==> src/rtl/vga_sync_pkg.sv <==
// Shared timing constants and coordinate type for the video timing generator
// and every drawing layer that consumes its signed spot coordinates.
package vga_pkg;

  typedef logic signed [10:0] coord_t;

  localparam int H_ACTIVE = 800;
  localparam int H_FP     = 56;
  localparam int H_SYNC   = 120;
  localparam int H_BP     = 64;
  localparam int V_ACTIVE = 600;
  localparam int V_FP     = 37;
  localparam int V_SYNC   = 6;
  localparam int V_BP     = 23;

  localparam int H_TOT = H_ACTIVE + H_FP + H_SYNC + H_BP;
  localparam int V_TOT = V_ACTIVE + V_FP + V_SYNC + V_BP;

  localparam logic [7:0] BORDER_LEVEL = 8'd255;

  // Inclusive signed window test used for the sync pulse decodes.
  function automatic logic in_range(input coord_t v, input coord_t lo, input coord_t hi);
    return (v >= lo) && (v <= hi);
  endfunction

endpackage

==> src/rtl/vga_sync_if.sv <==
// Bundle between the timing generator (master) and the drawing layers / VGA
// connector side (slave).
interface vga_sync_if;
  import vga_pkg::*;

  coord_t     spotX;
  coord_t     spotY;
  logic       new_frame;
  logic [7:0] pix_r;
  logic [7:0] pix_g;
  logic [7:0] pix_b;
  logic [7:0] vga_r;
  logic [7:0] vga_g;
  logic [7:0] vga_b;
  logic       vga_hs;
  logic       vga_vs;
  logic       vga_blank;

  modport master (
    output spotX, spotY, new_frame,
    output vga_r, vga_g, vga_b, vga_hs, vga_vs, vga_blank,
    input  pix_r, pix_g, pix_b
  );

  modport slave (
    input  spotX, spotY, new_frame,
    input  vga_r, vga_g, vga_b, vga_hs, vga_vs, vga_blank,
    output pix_r, pix_g, pix_b
  );

endinterface

==> src/rtl/vga_sync_counter.sv <==
// Signed wrap counter: counts MIN..MAX while enabled and flags the wrapping
// cycle so a following counter can chain off it.
import vga_pkg::*;

module sync_counter #(
  parameter coord_t MIN = -11'sd240,
  parameter coord_t MAX = 11'sd799
) (
  input  logic   clk,
  input  logic   rst,
  input  logic   en,
  output coord_t count,
  output logic   wrap
);

  coord_t count_r;

  assign wrap  = en && (count_r == MAX);
  assign count = count_r;

  // Count register: restart at MIN on reset or after reaching MAX.
  always_ff @(posedge clk) begin
    if (rst) begin
      count_r <= MIN;
    end else if (wrap) begin
      count_r <= MIN;
    end else if (en) begin
      count_r <= count_r + 11'sd1;
    end else begin
      count_r <= count_r;
    end
  end

endmodule

==> src/rtl/vga_sync.sv <==
// 800x600@72 timing generator with signed spot coordinates and a one-cycle
// aligned pixel stage. Optional macro VGA_BORDER_EN forces a white border.
import vga_pkg::*;

module vga_sync #(
  parameter int HACTIVE = H_ACTIVE,
  parameter int HFP     = H_FP,
  parameter int HSYNC   = H_SYNC,
  parameter int HBP     = H_BP,
  parameter int VACTIVE = V_ACTIVE,
  parameter int VFP     = V_FP,
  parameter int VSYNC   = V_SYNC,
  parameter int VBP     = V_BP
) (
  input  logic       clk,
  input  logic       rst,
  vga_sync_if.master bus
);

  localparam coord_t X_MIN = coord_t'(-(HFP + HSYNC + HBP));
  localparam coord_t X_MAX = coord_t'(HACTIVE - 1);
  localparam coord_t Y_MIN = coord_t'(-(VFP + VSYNC + VBP));
  localparam coord_t Y_MAX = coord_t'(VACTIVE - 1);
  localparam coord_t HS_LO = coord_t'(-(HSYNC + HBP));
  localparam coord_t HS_HI = coord_t'(-HBP - 1);
  localparam coord_t VS_LO = coord_t'(-(VSYNC + VBP));
  localparam coord_t VS_HI = coord_t'(-VBP - 1);

  coord_t     x_s;
  coord_t     y_s;
  logic       hwrap_s;
  logic       vwrap_s;
  logic       run_r;
  logic       new_frame_r;
  logic       active_s;
  logic       hs_s;
  logic       vs_s;
  logic [7:0] r_s;
  logic [7:0] g_s;
  logic [7:0] b_s;
  logic [7:0] r_r;
  logic [7:0] g_r;
  logic [7:0] b_r;
  logic       hs_r;
  logic       vs_r;
  logic       blank_r;

  // The first cycle after reset sits on the frame-start spot, so counting is held one edge.
  sync_counter #(.MIN(X_MIN), .MAX(X_MAX)) u_hcnt (
    .clk   (clk),
    .rst   (rst),
    .en    (run_r),
    .count (x_s),
    .wrap  (hwrap_s)
  );

  sync_counter #(.MIN(Y_MIN), .MAX(Y_MAX)) u_vcnt (
    .clk   (clk),
    .rst   (rst),
    .en    (hwrap_s),
    .count (y_s),
    .wrap  (vwrap_s)
  );

  // Run flag and frame pulse: pulse whenever the next spot is the frame start.
  always_ff @(posedge clk) begin
    if (rst) begin
      run_r       <= 1'b0;
      new_frame_r <= 1'b0;
    end else begin
      run_r       <= 1'b1;
      new_frame_r <= (~run_r) | vwrap_s;
    end
  end

  // Pixel stage decode for the current spot.
  always_comb begin
    active_s = (x_s >= 11'sd0) && (y_s >= 11'sd0);
    hs_s     = in_range(x_s, HS_LO, HS_HI);
    vs_s     = in_range(y_s, VS_LO, VS_HI);
    r_s      = 8'd0;
    g_s      = 8'd0;
    b_s      = 8'd0;
    if (active_s) begin
      r_s = bus.pix_r;
      g_s = bus.pix_g;
      b_s = bus.pix_b;
`ifdef VGA_BORDER_EN
      if ((x_s == 11'sd0) || (x_s == X_MAX) || (y_s == 11'sd0) || (y_s == Y_MAX)) begin
        r_s = BORDER_LEVEL;
        g_s = BORDER_LEVEL;
        b_s = BORDER_LEVEL;
      end else begin
        r_s = bus.pix_r;
        g_s = bus.pix_g;
        b_s = bus.pix_b;
      end
`endif
    end else begin
      r_s = 8'd0;
      g_s = 8'd0;
      b_s = 8'd0;
    end
  end

  // Pixel stage register keeps colour and syncs aligned one cycle behind the spot.
  always_ff @(posedge clk) begin
    if (rst) begin
      r_r     <= 8'd0;
      g_r     <= 8'd0;
      b_r     <= 8'd0;
      hs_r    <= 1'b0;
      vs_r    <= 1'b0;
      blank_r <= 1'b1;
    end else begin
      r_r     <= r_s;
      g_r     <= g_s;
      b_r     <= b_s;
      hs_r    <= hs_s;
      vs_r    <= vs_s;
      blank_r <= ~active_s;
    end
  end

  assign bus.spotX     = x_s;
  assign bus.spotY     = y_s;
  assign bus.new_frame = new_frame_r;
  assign bus.vga_r     = r_r;
  assign bus.vga_g     = g_r;
  assign bus.vga_b     = b_r;
  assign bus.vga_hs    = hs_r;
  assign bus.vga_vs    = vs_r;
  assign bus.vga_blank = blank_r;

endmodule
==> src/flat_wrapper.sv <==
// flat-port wrapper written by rule: the top's interface ports become plain ports
module vga_sync_flat 
#(
  parameter int HACTIVE = H_ACTIVE,
  parameter int HFP     = H_FP,
  parameter int HSYNC   = H_SYNC,
  parameter int HBP     = H_BP,
  parameter int VACTIVE = V_ACTIVE,
  parameter int VFP     = V_FP,
  parameter int VSYNC   = V_SYNC,
  parameter int VBP     = V_BP
)
  (clk, rst, bus_spotX, bus_spotY, bus_new_frame, bus_vga_r, bus_vga_g, bus_vga_b, bus_vga_hs, bus_vga_vs, bus_vga_blank, bus_pix_r, bus_pix_g, bus_pix_b);
  vga_sync_if bus_i ();
  input  logic clk;
  input  logic rst;
  output wire logic [$bits(bus_i.spotX)-1:0] bus_spotX;
  output wire logic [$bits(bus_i.spotY)-1:0] bus_spotY;
  output wire logic [$bits(bus_i.new_frame)-1:0] bus_new_frame;
  output wire logic [$bits(bus_i.vga_r)-1:0] bus_vga_r;
  output wire logic [$bits(bus_i.vga_g)-1:0] bus_vga_g;
  output wire logic [$bits(bus_i.vga_b)-1:0] bus_vga_b;
  output wire logic [$bits(bus_i.vga_hs)-1:0] bus_vga_hs;
  output wire logic [$bits(bus_i.vga_vs)-1:0] bus_vga_vs;
  output wire logic [$bits(bus_i.vga_blank)-1:0] bus_vga_blank;
  input wire logic [$bits(bus_i.pix_r)-1:0] bus_pix_r;
  input wire logic [$bits(bus_i.pix_g)-1:0] bus_pix_g;
  input wire logic [$bits(bus_i.pix_b)-1:0] bus_pix_b;
  assign bus_spotX = bus_i.spotX;
  assign bus_spotY = bus_i.spotY;
  assign bus_new_frame = bus_i.new_frame;
  assign bus_vga_r = bus_i.vga_r;
  assign bus_vga_g = bus_i.vga_g;
  assign bus_vga_b = bus_i.vga_b;
  assign bus_vga_hs = bus_i.vga_hs;
  assign bus_vga_vs = bus_i.vga_vs;
  assign bus_vga_blank = bus_i.vga_blank;
  assign bus_i.pix_r = bus_pix_r;
  assign bus_i.pix_g = bus_pix_g;
  assign bus_i.pix_b = bus_pix_b;
  vga_sync #(.HACTIVE(HACTIVE), .HFP(HFP), .HSYNC(HSYNC), .HBP(HBP), .VACTIVE(VACTIVE), .VFP(VFP), .VSYNC(VSYNC), .VBP(VBP)) u_core (.clk(clk), .rst(rst), .bus(bus_i));
endmodule
==> config.mk <==
export PLATFORM = sky130hd
export DESIGN_NAME = vga_sync_flat
export DESIGN_NICKNAME = d
export VERILOG_FILES = /design/src/rtl/vga_sync_pkg.sv /design/src/rtl/vga_sync_if.sv /design/src/rtl/vga_sync_counter.sv /design/src/rtl/vga_sync.sv /design/src/flat_wrapper.sv
export SDC_FILE = /design/constraint.sdc
export NUM_CORES = 1
export LEC_CHECK = 0
export CAP_MARGIN = 20
export CORE_MARGIN = 2
export CORE_UTILIZATION = 43
export DETAILED_ROUTE_END_ITERATION = 7
export PLACE_DENSITY = 0.79
export SYNTH_ARGS = -nofsm -noshare
export SYNTH_HDL_FRONTEND = slang
export SYNTH_SLANG_ARGS = --single-unit
==> constraint.sdc <==
create_clock -name clk -period 2.7 [get_ports clk]
set_clock_uncertainty 0.15 [all_clocks]
set_input_delay 0.27 -clock clk [delete_from_list [all_inputs] [get_ports clk]]
set_output_delay 0.27 -clock clk [all_outputs]
set_load 0.02 [all_outputs]
==> metrics.cfg, run 1 <==
[synth]
yosysUniqueCellTypes=40
ys.flop_type=dfxtp_1
yosys.area.top_type=dfxtp_1
netlist_instances=200
synth_most_common_cell=dfxtp_1
ys_seq_area_share_pct=52.5
synth-edff-count=0
yosysTopAreaCellShare_pct=52.5
yosysWarnings=0
synth_area_um2=1940
synthTopCellsByCount=dfxtp_1 (51), and2_1 (25), nand2_1 (14), nor2_1 (14), inv_1 (9)
ys_ff_latch=51
syn-num-nets=230
avgSynthCellArea_um2=9.72
synthArstFlopShare_pct=0
synthTopCellsByArea=dfxtp_1 (53%), and2_1 (8.0%), xnor2_1 (3.6%)

[pwr]
p_int_mw=1.01
swShare_pct=22.3
vdd_drop_max_uv=295
combPwrFrac_pct=5.4
clkPwrFrac_pct=35.9
power_density_nw_per_um2=456
leakagePower_nw=1.07
p_sw_uw=290
seqPwrFrac_pct=58.7

[timing]
finalHoldViolCount=0
fin_crit_sh_pct=85.9
fin_tns_setup_ps=0
slew_violations=0
grt_setup_unrepaired=no
timing.fmax_mhz=431
finalSetupViolCount=0
finalCriticalPeriod_ps=2320
worst_pin_slew_ps=454
max_slew_margin_pct=69.7

[clock_network]
cts_setup_buffers=0
h-tree-depth=2
cts_sinks=51
cts_tree=yes
numCtsBuffers=5
postCtsResizedCells=0
clk_latency_ps=310
clockBufferDepth=2
clk_pin_slew_ps=90
postCtsHoldBufs=0
cts_root_buf=clkbuf_8

[setup_path]
cp_max_fo=7
worst-setup-path-type=register to register
crit_arrival_ps=2420
r2r_start=u_core.u_hcnt.count[2]$_SDFFE_PP0P_
ff2ff_path_depth=4
reg2reg_slack_ps=380
setup.worst_path.start_class=register
crit_path_end_kind=register
worstReg2RegEnd=u_core.u_vcnt.count[9]$_SDFFE_PP1P_
cp_data_required_time_ps=2800

[global_routing]
grt_overflow=0
grt_use_total_pct=18.5
grt_pass1_wl_mm=7.33
first_global_vias=1539
antenna_found_initial=0
grt_max_degree=26

[floorplan]
die_h_um=71.2
fp-row-count=24
start_util_pct=44.7
die_area_um2=5080
core_area_um2=4350
ios=76
die_w_um=71.2

[finish]
final_area_um2=2860
syn_to_final_growth_pct=46.9
diodes=0
drive_gt1_share_pct=6.41
fin_nets=310

[flow_run]
maxCapViolations=0

[place]
gp_congestion=0.854
placed_area_um2=2760
numPortBuffers=75
post-dp-hpwl_mm=3.31

[min_path]
hold-path-cell-count=2
min_path_type=primary input to register
min_to=u_core.bus.vga_g[3]$_SDFF_PP0_
hp-start=bus_pix_g[3]

[routing]
routed_wl_mm=4.41
dr.pass1.iters=4
final_antenna_net_count=0
vias_per_cell=4.88
drtIter0Drc=64
drcViolationCount=0
post_drt_wl_per_cell_um=13.3
via_count=1625

[run_status]
outcome=finished clean

[final cells by class]
class / instances / area, um^2
clock inverters: 2 / 16.3
clock buffers: 6 / 82.6
well taps: 52 / 65.1
inverters: 9 / 33.8
flip-flops and latches: 51 / 1020
repair buffers: 80 / 788
multi-input cells: 133 / 850
fillers: 360 / 1500
[metal layers]
metal	GRT usage, %	up-vias	routed length [um]
met4	8.81	0	117
met5	0	-	0
li1	-	838	-
met1	22.7	727	1940
met2	29.9	50	2120
met3	5.49	10	233
[power groups by stage]
stage | combinational, mW | sequential (mW) | clock, mW
after global placement | 0.0699 | 0.780 | 0
final | 0.0707 | 0.764 | 0.468
after floorplan | 0.0212 | 0.785 | 0
after global routing | 0.0763 | 0.766 | 0.512
after CTS | 0.0712 | 0.764 | 0.484
after detailed placement | 0.0710 | 0.781 | 0
[kinds of logic after synthesis]
group           synth area share, %
compound gates                 6.56
xor+xnor                       5.41
fa+ha+maj                      2.57
buf+inv                        4.05
flops                          52.5
mux                            1.03
simple gates                   27.9
[placed cells by master, fill, tap and decap left out, drive strengths merged, types with 2 or more instances in the layout]
cell           Yosys  routed
a21o               2       2
a21oi              5       5
and2              25      25
and3               3       3
buf                1       5
clkbuf             6       6
clkdlybuf4s50      0      75
dfxtp             51      51
ha                 4       4
inv                9       9
mux2i              2       2
nand2             14      14
nand3              7       7
nand4              5       5
nand4b             3       3
nor2              14      14
nor3               8       8
nor4               4       4
o21ai              6       6
or2                2       2
or3                2       2
xnor2              8       8
xor2               4       4
[flip-flops by register name, indices dropped and copies added (netlist names)]
signal,count
u_core.bus.vga_vs,1
u_core.bus.vga_g,8
u_core.bus.vga_r,8
u_core.u_hcnt.count,11
u_core.u_vcnt.count,11
u_core.bus.vga_blank,1
u_core.bus.new_frame,1
u_core.bus.vga_b,8
u_core.bus.vga_hs,1
u_core.run_r,1
[worst max-delay path: stages (launching register included)]
cell     delay, ps
dfxtp_1        470
or4b_4         510
or4_1          630
or3_1          410
nand3_1        100
[per-stage QoR]
| step | utilization (%) | instances | power, mW | hold slack, ps | worst slack [ps] |
|---|---|---|---|---|---|
| after global routing | 65.6 | 333 | 1.35 | 352 | 248 |
| after CTS | 65.6 | 333 | 1.32 | 348 | 383 |
| after detailed placement | 63.3 | 325 | 0.852 | 397 | 422 |
| after floorplan | - | 200 | 0.806 | 242 | 412 |
| after global placement | 63.3 | 325 | 0.850 | 401 | 499 |
| final | 65.6 | 333 | 1.30 | 361 | 381 |
[how the worst max path moves through the flow]
stage | cells past startpoint | endpoint | startpoint | slack (ps)
finish | 4 | u_core.u_vcnt.count[9]$_SDFFE_PP1P_ | u_core.u_hcnt.count[2]$_SDFFE_PP0P_ | 380
global route | 5 | u_core.u_vcnt.count[9]$_SDFFE_PP1P_ | u_core.u_hcnt.count[0]$_SDFFE_PP0P_ | 250
CTS | 4 | u_core.u_vcnt.count[9]$_SDFFE_PP1P_ | u_core.u_hcnt.count[2]$_SDFFE_PP0P_ | 380
detailed placement | 4 | u_core.u_vcnt.count[9]$_SDFFE_PP1P_ | u_core.u_hcnt.count[2]$_SDFFE_PP0P_ | 420
global placement | 4 | u_core.u_vcnt.count[9]$_SDFFE_PP1P_ | u_core.u_hcnt.count[2]$_SDFFE_PP0P_ | 500
floorplan | 5 | u_core.u_vcnt.count[9]$_SDFFE_PP1P_ | u_core.u_hcnt.count[2]$_SDFFE_PP0P_ | 410
Note: power is estimated with default switching activity, not from simulation.
==> run 2, diff against run 1 <==
--- a/config.mk
+++ b/config.mk
@@ -5,7 +5,7 @@
 export SDC_FILE = /design/constraint.sdc
 export NUM_CORES = 1
 export LEC_CHECK = 0
-export CAP_MARGIN = 20
+export CAP_MARGIN = 5
 export CORE_MARGIN = 2
 export CORE_UTILIZATION = 43
 export DETAILED_ROUTE_END_ITERATION = 7
==> results of run 2 <==
The final DEF is identical to that of run 1; final timing and power are the same.
==> run 3, diff against run 2 <==
--- a/config.mk
+++ b/config.mk
@@ -5,11 +5,11 @@
 export SDC_FILE = /design/constraint.sdc
 export NUM_CORES = 1
 export LEC_CHECK = 0
-export CAP_MARGIN = 5
 export CORE_MARGIN = 2
 export CORE_UTILIZATION = 43
 export DETAILED_ROUTE_END_ITERATION = 7
 export PLACE_DENSITY = 0.79
 export SYNTH_ARGS = -nofsm -noshare
 export SYNTH_HDL_FRONTEND = slang
+export SYNTH_HIERARCHICAL = 1
 export SYNTH_SLANG_ARGS = --single-unit
==> metrics.cfg, run 3 <==
[setup_path]
path_cells=ha_1 -> and4_1 -> nand2_1 -> nor2_1 -> nand4_1 -> o41a_1 -> a21boi_1
setup.worst_path.start_class=register
cp-startpoint=u_core/u_hcnt/count[0]$_SDFFE_PP0P_
ff2ff_path_depth=7
cp_slowest_cell=o41a_1
reg2reg_slack_ps=330
cp_max_fo=10
crit_path_end_kind=register
cpPeakStageDelay_ps=600
cp_data_required_time_ps=2740
worstReg2RegEnd=u_core/u_vcnt/count[6]$_SDFFE_PP0P_
crit_arrival_ps=2410
worst-setup-path-type=register to register
r2r_start=u_core/u_hcnt/count[0]$_SDFFE_PP0P_

[clock_network]
cts_sinks=51
postCtsHoldBufs=0
cts_tree=yes
cts_setup_buffers=0
clockBufferDepth=2
clk_pin_slew_ps=90
cts_root_buf=clkbuf_8
numCtsBuffers=5
clk_latency_ps=300
h-tree-depth=2
postCtsResizedCells=0

[finish]
drive_gt1_share_pct=10.4
diodes=0
syn_to_final_growth_pct=44.3
fillers=344
fin_nets=295
final_common_cell=clkdlybuf4s50_1
final_area_um2=2800
mostFrequentLayoutCells=clkdlybuf4s50_1 (75), dfxtp_1 (51), and2_1 (17), nand4_1 (13), nand2_1 (12)
stdcell_count=320

[synth]
ys_seq_area_share_pct=52.6
synthArstFlopShare_pct=0
synthTopCellsByCount=dfxtp_1 (51), and2_1 (17), nand4_1 (13), nand2_1 (12), and2_2 (9)
ys_ff_latch=51
ys.flop_type=dfxtp_1
avgSynthCellArea_um2=10.3
synth_area_um2=1940
synth-edff-count=0
syn-num-nets=217
yosysUniqueCellTypes=40
synthTopCellsByArea=dfxtp_1 (53%), and2_1 (5.5%), nand4_1 (4.2%)
yosys.area.top_type=dfxtp_1
netlist_instances=189
yosysTopAreaCellShare_pct=52.6
synth_most_common_cell=dfxtp_1
yosysWarnings=6

[pwr]
leakagePower_nw=1.02
vdd_drop_max_uv=226
power_density_nw_per_um2=447

[routing]
routed_wl_mm=4.10
drtIter0Drc=73
drcViolationCount=0
via_count=1658
final_antenna_net_count=0
dr.pass1.iters=4
vias_per_cell=5.18
post_drt_wl_per_cell_um=12.8

[floorplan]
ios=76
die_w_um=71.2
start_util_pct=44.5
fp-row-count=24
die_h_um=71.2
core_area_um2=4350
die_area_um2=5060

[place]
post-dp-hpwl_mm=3.02
place_inst=312
placed_area_um2=2710
numPortBuffers=75
gp_congestion=0.818

[timing]
max_slew_margin_pct=57.6
fin_crit_sh_pct=87.9
fin_tns_setup_ps=0
finalCriticalPeriod_ps=2370
worst_pin_slew_ps=634
finalHoldViolCount=0
finalSetupViolCount=0
fin_hold_ws_ps=351
grt_setup_unrepaired=no
timing.fmax_mhz=421
slew_violations=0

[global_routing]
grt_max_degree=26
antenna_found_initial=0
first_global_vias=1511
grt_pass1_wl_mm=6.91
grt_use_total_pct=17.0
grt_overflow=0

[min_path]
hold-path-cell-count=2
min_path_type=register to register
min_to=u_core/u_hcnt/count[10]$_SDFFE_PP1P_
hp-start=u_core/run_r$_DFF_P_

[flow_run]
maxCapViolations=0

[run_status]
outcome=finished clean

## run 3: changes by cell type after synthesis, moves of 5 or more
cell	delta
and2_1	-8
and2_2	+9
inv_1	-5
nand4_1	+8
nor2_1	-7
xnor2_1	-6
## run 3: worst max path at each step
stage | endpoint | slack [ps] | cells past startpoint
floorplan | u_core/u_vcnt/count[6]$_SDFFE_PP0P_ | 310 | 9
global placement | u_core/u_vcnt/count[6]$_SDFFE_PP0P_ | 450 | 7
global route | u_core/u_vcnt/count[6]$_SDFFE_PP0P_ | 130 | 7
CTS | u_core/u_vcnt/count[6]$_SDFFE_PP0P_ | 330 | 7
detailed placement | u_core/u_vcnt/count[6]$_SDFFE_PP0P_ | 330 | 7
finish | u_core/u_vcnt/count[6]$_SDFFE_PP0P_ | 330 | 7
## run 3: cell type report
cell class	instances	area (um^2)	share of cell area, %
tap	52	65.1	2.33
multi-input combinational	128	846	30.2
sequential	51	1020	36.5
inverter	4	15.0	0.537
clock inverter	2	12.5	0.447
clock buffer	6	72.6	2.59
timing repair buffer	77	766	27.4
## run 3: routing by layer
layer  up-vias  part of all wire (%)  track usage, %  routed length, um
met5         -                     0               0                  0
met1       754                    47            22.5               1940
met4         0                   1.4            7.55                 59
li1        833                     -               -                  -
met3         7                   7.3            4.70                301
met2        64                    44            25.8               1800
## run 3: critical path: cells and delay by family (launching register included)
family / cells / cell delay, ps
simple gates: 4 / 640
flops: 1 / 410
fa+ha+maj: 1 / 260
compound gates: 2 / 800
## run 3: power by group
part,switching (mW),internal [mW],total [mW]
Clock,0.236,0.181,0.418
Sequential,0.00516,0.756,0.761
Combinational,0.0248,0.0465,0.0714
## run 3: cell families after synthesis
kind of cell	Yosys count	synth area share, %
simple gates	93	29.4
flops	51	52.6
compound gates	22	7.74
buf+inv	10	3.74
xor+xnor	8	3.61
mux	3	1.61
fa+ha+maj	2	1.29
## run 3: stage by stage
step | setup WS [ps] | util, % | power [mW]
after floorplan | 308 | - | 0.804
after global placement | 447 | 62.3 | 0.850
after detailed placement | 330 | 62.3 | 0.851
after CTS | 329 | 64.3 | 1.27
after global routing | 133 | 64.3 | 1.30
final | 326 | 64.3 | 1.25
